==> src/rtl/hamming_byte_assembler.sv <==
// Pairs decoded Hamming(8,4) nibbles (low first) into bytes with merged SEC/DED flags,
// and keeps saturating per-nibble error counts.
module hamming_byte_assembler #(
   parameter int CNT_W = 16
) (
   input  logic             clk,
   input  logic             rst,
   input  logic             in_valid,
   output logic             in_ready,
   input  logic [3:0]       in_data,
   input  logic             in_sec,
   input  logic             in_ded,
   output logic             out_valid,
   input  logic             out_ready,
   output logic [7:0]       out_byte,
   output logic             out_sec,
   output logic             out_ded,
   input  logic             clr_counts,
   output logic [CNT_W-1:0] sec_count,
   output logic [CNT_W-1:0] ded_count
);

   typedef enum logic {
      WAIT_LO = 1'b0,
      WAIT_HI = 1'b1
   } state_t;

   state_t           state_q;
   logic [3:0]       loData_q;
   logic             loSec_q;
   logic             loDed_q;
   logic             outValid_q;
   logic [7:0]       outByte_q;
   logic             outSec_q;
   logic             outDed_q;
   logic [CNT_W-1:0] secCount_q, secCount_d;
   logic [CNT_W-1:0] dedCount_q, dedCount_d;
   logic             accept;

   // Only the high nibble needs room in the output register, so WAIT_LO never stalls.
   assign in_ready = (state_q == WAIT_LO) || !outValid_q || out_ready;
   assign accept   = in_valid && in_ready;

   always_ff @(posedge clk) begin
      if (rst) begin
         state_q    <= WAIT_LO;
         loData_q   <= 4'h0;
         loSec_q    <= 1'b0;
         loDed_q    <= 1'b0;
         outValid_q <= 1'b0;
         outByte_q  <= 8'h00;
         outSec_q   <= 1'b0;
         outDed_q   <= 1'b0;
      end else begin
         if (outValid_q && out_ready) begin
            outValid_q <= 1'b0;
         end
         case (state_q)
            WAIT_LO: begin
               if (accept) begin
                  loData_q <= in_data;
                  loSec_q  <= in_sec;
                  loDed_q  <= in_ded;
                  state_q  <= WAIT_HI;
               end
            end
            WAIT_HI: begin
               // A load in the same cycle as a drain keeps out_valid high with the new byte.
               if (accept) begin
                  outByte_q  <= {in_data, loData_q};
                  outSec_q   <= in_sec | loSec_q;
                  outDed_q   <= in_ded | loDed_q;
                  outValid_q <= 1'b1;
                  state_q    <= WAIT_LO;
               end
            end
            default: state_q <= WAIT_LO;
         endcase
      end
   end

   always_comb begin
      secCount_d = secCount_q;
      dedCount_d = dedCount_q;
      if (clr_counts) begin
         secCount_d = '0;
         dedCount_d = '0;
      end else if (accept) begin
         if (in_sec && (secCount_q != {CNT_W{1'b1}})) secCount_d = secCount_q + CNT_W'(1);
         if (in_ded && (dedCount_q != {CNT_W{1'b1}})) dedCount_d = dedCount_q + CNT_W'(1);
      end
   end

   always_ff @(posedge clk) begin
      if (rst) begin
         secCount_q <= '0;
         dedCount_q <= '0;
      end else begin
         secCount_q <= secCount_d;
         dedCount_q <= dedCount_d;
      end
   end

   assign out_valid = outValid_q;
   assign out_byte  = outByte_q;
   assign out_sec   = outSec_q;
   assign out_ded   = outDed_q;
   assign sec_count = secCount_q;
   assign ded_count = dedCount_q;

endmodule

==> config.mk <==
export PLATFORM = sky130hd
export DESIGN_NAME = hamming_byte_assembler
export DESIGN_NICKNAME = d
export VERILOG_FILES = /design/src/rtl/hamming_byte_assembler.sv
export SDC_FILE = /design/constraint.sdc
export NUM_CORES = 1
export LEC_CHECK = 0
export CAP_MARGIN = 20
export CELL_PAD_IN_SITES_DETAIL_PLACEMENT = 1
export CELL_PAD_IN_SITES_GLOBAL_PLACEMENT = 1
export CORE_MARGIN = 2
export CORE_UTILIZATION = 37
export CTS_CLUSTER_SIZE = 28
export DETAILED_ROUTE_END_ITERATION = 8
export GPL_TIMING_DRIVEN = 0
export PLACE_DENSITY = 0.9
export SKIP_LAST_GASP = 1
export SLEW_MARGIN = 20
export SYNTH_ARGS = -nofsm -noshare
export SYNTH_HDL_FRONTEND = slang
export SYNTH_SLANG_ARGS = --single-unit
==> constraint.sdc <==
create_clock -name clk -period 2.1 [get_ports clk]
set_input_delay 0.21 -clock clk [delete_from_list [all_inputs] [get_ports clk]]
set_output_delay 0.21 -clock clk [all_outputs]
set_load 0.02 [all_outputs]
Yosys cells after proc, flatten, opt, wreduce, memory -nomap -nowiden --
Index checks and enable logic that the tools add are counted. Widths: inputs -> output; s select.
Word-level totals: input port bits 11, register bits 50, output and inout bits 44
Cells by class: reductions and logical operators 12, mux-type cells 6, add/subtract/negate cells 2, equal/unequal tests 2, bitwise operators 3
Operators with widths (number):
- $add 16x1->16 const B | 2
- $ne 16x16->1 const B | 2
- $reduce_and 2->1 | 4
- $mux 1 | 5
- $logic_and 1x1->1 | 4
- $logic_or 1x1->1 | 2
- $or 1x1->1 | 2
- $pmux 1 s2 | 1
- $reduce_or 2->1 | 1
- $logic_not 1->1 | 1
- $not 1->1 | 1

Longest topological paths before layout --
Gate-level depths: netlist of run 1.
word-level depth 6, gate-level depth with buffers 7, gate-level depth less buffers 6

Worst setup path after synthesis of run 1 --
No wires, ideal clock.
path type reg-to-reg, start reg dedCount_q[0], in the netlist ded_count[0], end reg dedCount_q[11], in the netlist ded_count[11], period minus slack after synthesis 2.082 ns, setup time 0.115 ns, setup slack 0.018 ns, arrival 1.968 ns, stages on the path, launching flop included 7, path buffers 1, cells stage by stage dfxtp_1 > ha_1 > nand4_1 > nor4_2 > clkbuf_1 > nor4_1 > o21a_1
Between the ends: cells in the longest elaborated chain, start to end 3
RTL lines:
- from (decl) | line 37 | logic [CNT_W-1:0] dedCount_q, dedCount_d;
- from (signal assigned) | line 100 | dedCount_q <= dedCount_d;
- branches (longest 3 deep; another with $add 16x1->16)
Several ways; the timed one is not identified. A chain may end at the register's enable or synchronous reset.

Worst setup path in the final report of run 1 --
start in out_ready, end reg secCount_q[11], in the netlist sec_count[11]
Between the ends: cells in the longest elaborated chain, start to end 3
RTL lines:
- from (decl) | line 14 | input logic out_ready,
- $logic_or 1x1->1 | line 41 | assign in_ready = (state_q == WAIT_LO) || !outValid_q || out_ready;
- $logic_and 1x1->1 | line 42 | assign accept = in_valid && in_ready;
- $reduce_and 2->1 (no line)
- to (signal assigned) | line 99 | secCount_q <= secCount_d;
- to (decl) | line 36 | logic [CNT_W-1:0] secCount_q, secCount_d;
Every way passes these cells.

==> qor.csv, run 1 <==
metric,value,unit
place_hpwl,4980,µm
synth_edf_count,0,
crit_arrival,2.32,ns
syn2layout_area_growth,35.0,%
cts_root_buffer,clkbuf_8,
drc,0,
ys_seq_area_frac,0.429,
fin_nets,343,
die_x,83.4,µm
clock-sinks,50,
yosysTopAreaCell,dfxtp_1,
wl,7120,µm
finalInstanceArea,3150,µm²
worstMarginPinSlew,0.608,ns
first_pass_iters,4,
num_io_pins,55,
period_share,0.988,
grt_pass1_vias,2449,
cts_tree,built,
vias,2367,
rows,28,
cts_max_level,2,
setup.worst_path.end_class,register,
status,completed,
synth_flop_cell,dfxtp_1,
cts_buffers,5,
via_per_inst,5.86,
fin_cells,404,
placed_area,2970,µm²
placedCellCount,396,
routedWlPerCell,17.6,µm
design.die.area,6960,µm²
crit_family,simple AND/OR/NAND/NOR gates,
initial_utilization,0.390,
crit_required,2.35,ns
drv_slew,0,
clock_path_buffers,2,
drt_iter0_drc,82,
syn_nets,282,
skew,0.0156,ns
worst-setup-path-type,in2reg,
maxCapViolCount,0,
grt_use_total,0.201,
antenna_found_initial,0,
final-hold-violation-count,0,
critPathBufInv,2,
synthCells,267,
setup_viol,0,
clk_pin_slew,0.10,ns
p_per_area,585,nW/µm²
ys.warnings.count,0,
fp.dieH,83.4,µm
cp-start-kind,input port,
ant_nets,0,
avgSynthCellArea,8.74,µm²
path_max_fanout,9,
crit_chain,clkdlybuf4s50_1 -> and3b_4 -> or4_4 -> buf_6 -> or4_1 -> a21oi_2,
ys_ff_latch,50,
core_area,5990,µm²
overflow,0,
gp_congestion,0.820,
rsz0062_at_grt,true,
maxSlewHeadroom,0.593,
hold_path.class,reg2reg,
io_buffer_count,54,
drive_above_1_share,0.0973,
insertion_delay,0.32,ns
ctsHoldBuffers,0,
netlist_top_cells_area,"dfxtp_1, mux2i_1, or4_1",
synthMostInstantiatedCell,dfxtp_1,
ys_types,33,
synth_commonest_cells,"dfxtp_1, nor2_1, a21oi_1, nand2_1, or4_1",
synthArstFlopShare,0,
grt_max_degree,17,
grt_pass1_wl,11600,µm
post-route-min-period,2.07,ns
antenna_cells,0,
power.leakage,1.02,nW
vdd_drop_max,0.307,mV
fmax,482,MHz
netlist_area,2330,µm²
yosysTopAreaCellShare,0.429,
slowest_delay,0.54,ns
cpMaxStageDelayCell,or4_4,
[path summary, 6_finish.rpt]
kind	from	to	slack [ns]	cells after the start
worst max-delay path	out_ready	sec_count[11]	0.03	6
worst min register to register	out_sec	out_sec	0.50	2
worst max register to register	state_q	sec_count[11]	0.07	5
worst min-delay path	out_sec	out_sec	0.50	2
[flip-flops by register name (all words and copies together) (netlist names)]
| register | count |
|---|---|
| loData_q | 4 |
| loDed_q | 1 |
| ded_count | 16 |
| out_sec | 1 |
| loSec_q | 1 |
| out_ded | 1 |
| state_q | 1 |
| out_byte | 8 |
| sec_count | 16 |
| out_valid | 1 |
[worst register-to-register path: cells and delay by family (launching register included)]
| kind | cells | cell delay (ns) |
|---|---|---|
| flip-flops | 1 | 0.35 |
| AND/OR/NAND/NOR | 3 | 1.32 |
| buffers and inverters | 1 | 0.15 |
| AO/OA/AOI/OAI | 1 | 0.16 |
[through the flow]
| stage | utilization | setup slack, ns | power (mW) | hold WS, ns | TNS (ns) |
|---|---|---|---|---|---|
| after floorplan | - | 0.0175 | 1.09 | 0.357 | 0 |
| after global placement | 0.495 | -0.304 | 1.15 | 0.467 | -5.69 |
| after detailed placement | 0.495 | -0.378 | 1.16 | 0.487 | -7.20 |
| after CTS | 0.515 | 0.00895 | 1.85 | 0.506 | 0 |
| after global routing | 0.526 | -0.0380 | 1.90 | 0.525 | -0.0581 |
| final | 0.526 | 0.0261 | 1.84 | 0.499 | 0 |
[layout by cell type, fill, tap and decap left out, types with 4 or more instances in the layout]
| cell | instances |
|---|---|
| o21a_1 | 4 |
| nor4_1 | 4 |
| dfxtp_2 | 6 |
| clkbuf_1 | 6 |
| dfxtp_1 | 44 |
| nand3_1 | 10 |
| clkdlybuf4s50_1 | 54 |
| or3_1 | 10 |
| mux2i_1 | 17 |
| nand2_1 | 19 |
| and2_1 | 5 |
| or4_1 | 16 |
| nor2_1 | 26 |
| a21oi_1 | 23 |
| nand4_1 | 10 |
| o31ai_1 | 15 |
| o21ai_0 | 9 |
| clkbuf_8 | 5 |
[per-layer routing]
metal  global-route usage  part of all wire  up-vias
li1                     -                 -     1143
met1                0.243              0.45     1156
met2                0.345              0.49       59
met3               0.0517             0.045        9
met4               0.0704             0.015        0
met5                    0                 0        -
[where the power goes]
| group | switching, mW | internal [mW] | leakage [nW] |
|---|---|---|---|
| Clock | 0.349 | 0.355 | 0.0504 |
| Combinational | 0.0878 | 0.0693 | 0.561 |
| Sequential | 0.0137 | 0.968 | 0.408 |
| Total | 0.450 | 1.39 | 1.02 |
[cells by family (layout without fill, tap and decap cells)]
group,Yosys count,count (layout),synth area share
AOI/OAI and AO/OA,61,61,0.162
adders and majority gates,4,4,0.0214
buffers and inverters,14,76,0.0231
DFF,50,50,0.429
muxes,17,17,0.0729
and+or+nand+nor,121,121,0.292
[final cells by class]
cell class	instances	area, µm²
inverters	3	11.3
plain buffers	10	47.5
multi-input cells	203	1330
flip-flops and latches	50	1010
repair buffers	55	548
clock buffers	5	68.8
clock inverters	3	45.0
fillers	707	2840
well taps	75	93.8
[repair_timing]
item                                    CTS  global route
pin swaps                                 1             1
buffers inserted                          0             1
resized for setup                         2            20
hold endpoints to repair                  0             0
endpoints found under the setup margin   14            23
(Power assumes the default switching activity.)
==> inputs of run 2 (changes only) <==
==> constraint.sdc (replaced) <==
create_clock -name clk -period 2.1 [get_ports clk]
set_input_delay 0.42 -clock clk [delete_from_list [all_inputs] [get_ports clk]]
set_output_delay 0.42 -clock clk [all_outputs]
set_load 0.02 [all_outputs]
==> run 2 against run 1 <==
Compared with the run above: utilization increased by 0.71 points; setup slack improved by 0.047 ns; sequential cell count unchanged; non-clock buffer count grew 6; combinational power barely moved; global-route usage grew 0.49 points; highest routed layer unchanged; sequential power is essentially flat; maximum frequency grew 2.3%; count of clock-buffer cells in the layout is the same.
==> qor.csv, run 2 (synthesis results as in run 1) <==
metric,value,unit,change
status,completed,,
setup_viol,0,,unchanged
grt_max_degree,17,,unchanged
grt_pass1_wl,11900,µm,+2.1%
drt_iter0_drc,93,,+13%
num-fill-cells,704,,-0.42%
cts_max_level,2,,unchanged
ant_nets,0,,unchanged
die_x,83.4,µm,unchanged
place_hpwl,4980,µm,unchanged
crit_chain,dlygate4sd2_1 -> nand2_1 -> or4_4 -> buf_6 -> or4_1 -> a21oi_1,,
crit_family,simple AND/OR/NAND/NOR gates,,
syn2layout_area_growth,36.8,%,
period_share,0.965,,-0.0223
worstMarginPinSlew,0.616,ns,+0.00769 ns
min_from,out_sec,,
cp-start-kind,input port,,
grt_pass1_vias,2486,,+1.5%
holdPathEnd,out_sec,,
critPathBufInv,2,,unchanged
skew,0.0135,ns,-0.00212 ns
maxSlewHeadroom,0.588,,-0.00515
design.die.area,6960,µm²,unchanged
multiInputGateArea,1330,µm²,+0.19%
p_per_area,578,nW/µm²,-1.3%
placed_area,2970,µm²,unchanged
ff_latch_area,1010,µm²,unchanged
routedWlPerCell,17.6,µm,about the same
cts_root_buffer,clkbuf_8,,
setup.worst_path.end_class,register,,
gp_congestion,0.820,,unchanged
antenna_cells,0,,unchanged
crit_arrival,2.27,ns,-0.05 ns
worst-setup-path-type,in2reg,,
ff2ff_setup_slack,0.07,ns,about the same
final-hold-violation-count,0,,unchanged
vias,2403,,+1.5%
power.leakage,1.05,nW,+3.2%
layout_commonest_cell,clkdlybuf4s50_1,,
worst_slack,0.0730,ns,+0.0469 ns
drc,0,,unchanged
initial_utilization,0.390,,unchanged
overflow,0,,unchanged
vdd_drop_max,0.320,mV,+4.3%
path_max_fanout,7,,-2
cpMaxStageDelayCell,or4_1,,
fp.dieH,83.4,µm,unchanged
holdPathStages,2,,unchanged
clock-sinks,50,,unchanged
antenna_found_initial,0,,unchanged
reg2reg_to,sec_count[11],,
cts_tree,built,,
grt_use_total,0.206,,+0.00494
via_per_inst,5.86,,about the same
fmax,493,MHz,+2.3%
cts_buffers,5,,unchanged
crit-reg2reg-launch,sec_count[5],,
finalInstanceArea,3190,µm²,+1.4%
post-place-ws,-0.588,ns,-0.210 ns
rows,28,,unchanged
hold_path.class,reg2reg,,
slowest_delay,0.52,ns,-0.02 ns
cp-startpoint,in_valid,,
maxCapViolCount,0,,unchanged
final_cell_mix,"clkdlybuf4s50_1, dfxtp_1, nor2_1",,
ctsHoldBuffers,0,,unchanged
core_area,5990,µm²,unchanged
io_buffer_count,54,,unchanged
drv_slew,0,,unchanged
clk_pin_slew,0.10,ns,about the same
first_pass_iters,4,,unchanged
rr_worst_depth,5,,unchanged
fin_nets,349,,+1.7%
post-route-min-period,2.03,ns,-0.0469 ns
clock_path_buffers,2,,unchanged
wl,7220,µm,+1.4%
num_io_pins,55,,unchanged
power,1.84,mW,about the same
crit_required,2.34,ns,about the same
drive_above_1_share,0.107,,+0.0102
insertion_delay,0.32,ns,about the same
-- run 2: changes by cell type in the layout (fill, tap and decap cells not counted), moves of 2 or more --
cell / delta
buf_4: +6
dlygate4sd2_1: +4
a21oi_1: +2
a21oi_2: -2
clkdlybuf4s50_1: -4
-- run 2: report_power, final --
part / internal, mW / switching [mW]
clock network: 0.355 / 0.351
registers: 0.968 / 0.0138
logic: 0.0679 / 0.0881
total: 1.39 / 0.453
-- run 2: final cells by class --
| cell class | instances | area share |
|---|---|---|
| Sequential cell | 50 | 0.316 |
| Clock inverter | 3 | 0.0141 |
| Buffer | 11 | 0.0172 |
| Timing Repair Buffer | 60 | 0.182 |
| Clock buffer | 5 | 0.0216 |
| Multi-Input combinational cell | 203 | 0.416 |
| Inverter | 3 | 0.00353 |
| Tap cell | 75 | 0.0294 |
-- run 2: metal layers --
layer  track usage  up-vias  routed length [µm]
met4        0.0704        0                 133
li1              -     1151                   -
met5             0        -                   0
met2         0.354       63                3590
met3        0.0567       13                 346
met1         0.248     1176                3150
-- run 2: timing repair --
action                                  in CTS  in global routing
buffers inserted                             3                  3
pin swaps                                    2                  1
endpoints found under the setup margin      26                 25
gates resized for setup                     12                 16
-- run 2: metrics by stage --
stage	hold WS (ns)	setup TNS [ns]	instances	util
3_3_place_gp	0.467	-10.76	396	0.495
5_1_grt	0.525	-0.0232	410	0.533
2_1_floorplan	0.460	0	267	-
3_5_place_dp	0.487	-12.83	396	0.495
4_1_cts	0.506	0	407	0.523
6_report	0.498	0	410	0.533
-- run 2: worst max-delay path by stage --
stage | end | slack (ns) | cells after the start
finish | sec_count[11] | 0.07 | 6
global route | sec_count[11] | -0.01 | 5
CTS | sec_count[10] | 0.009 | 5
detailed placement | out_byte[4] | -0.59 | 8
global placement | out_byte[6] | -0.49 | 8
floorplan | ded_count[11] | 0.02 | 6
-- run 2: worst register-to-register path: stages (launching register included) --
cell	delay, ns
dfxtp_2	0.39
nand4_2	0.17
or4_4	0.54
buf_6	0.15
or4_1	0.52
a21oi_1	0.18
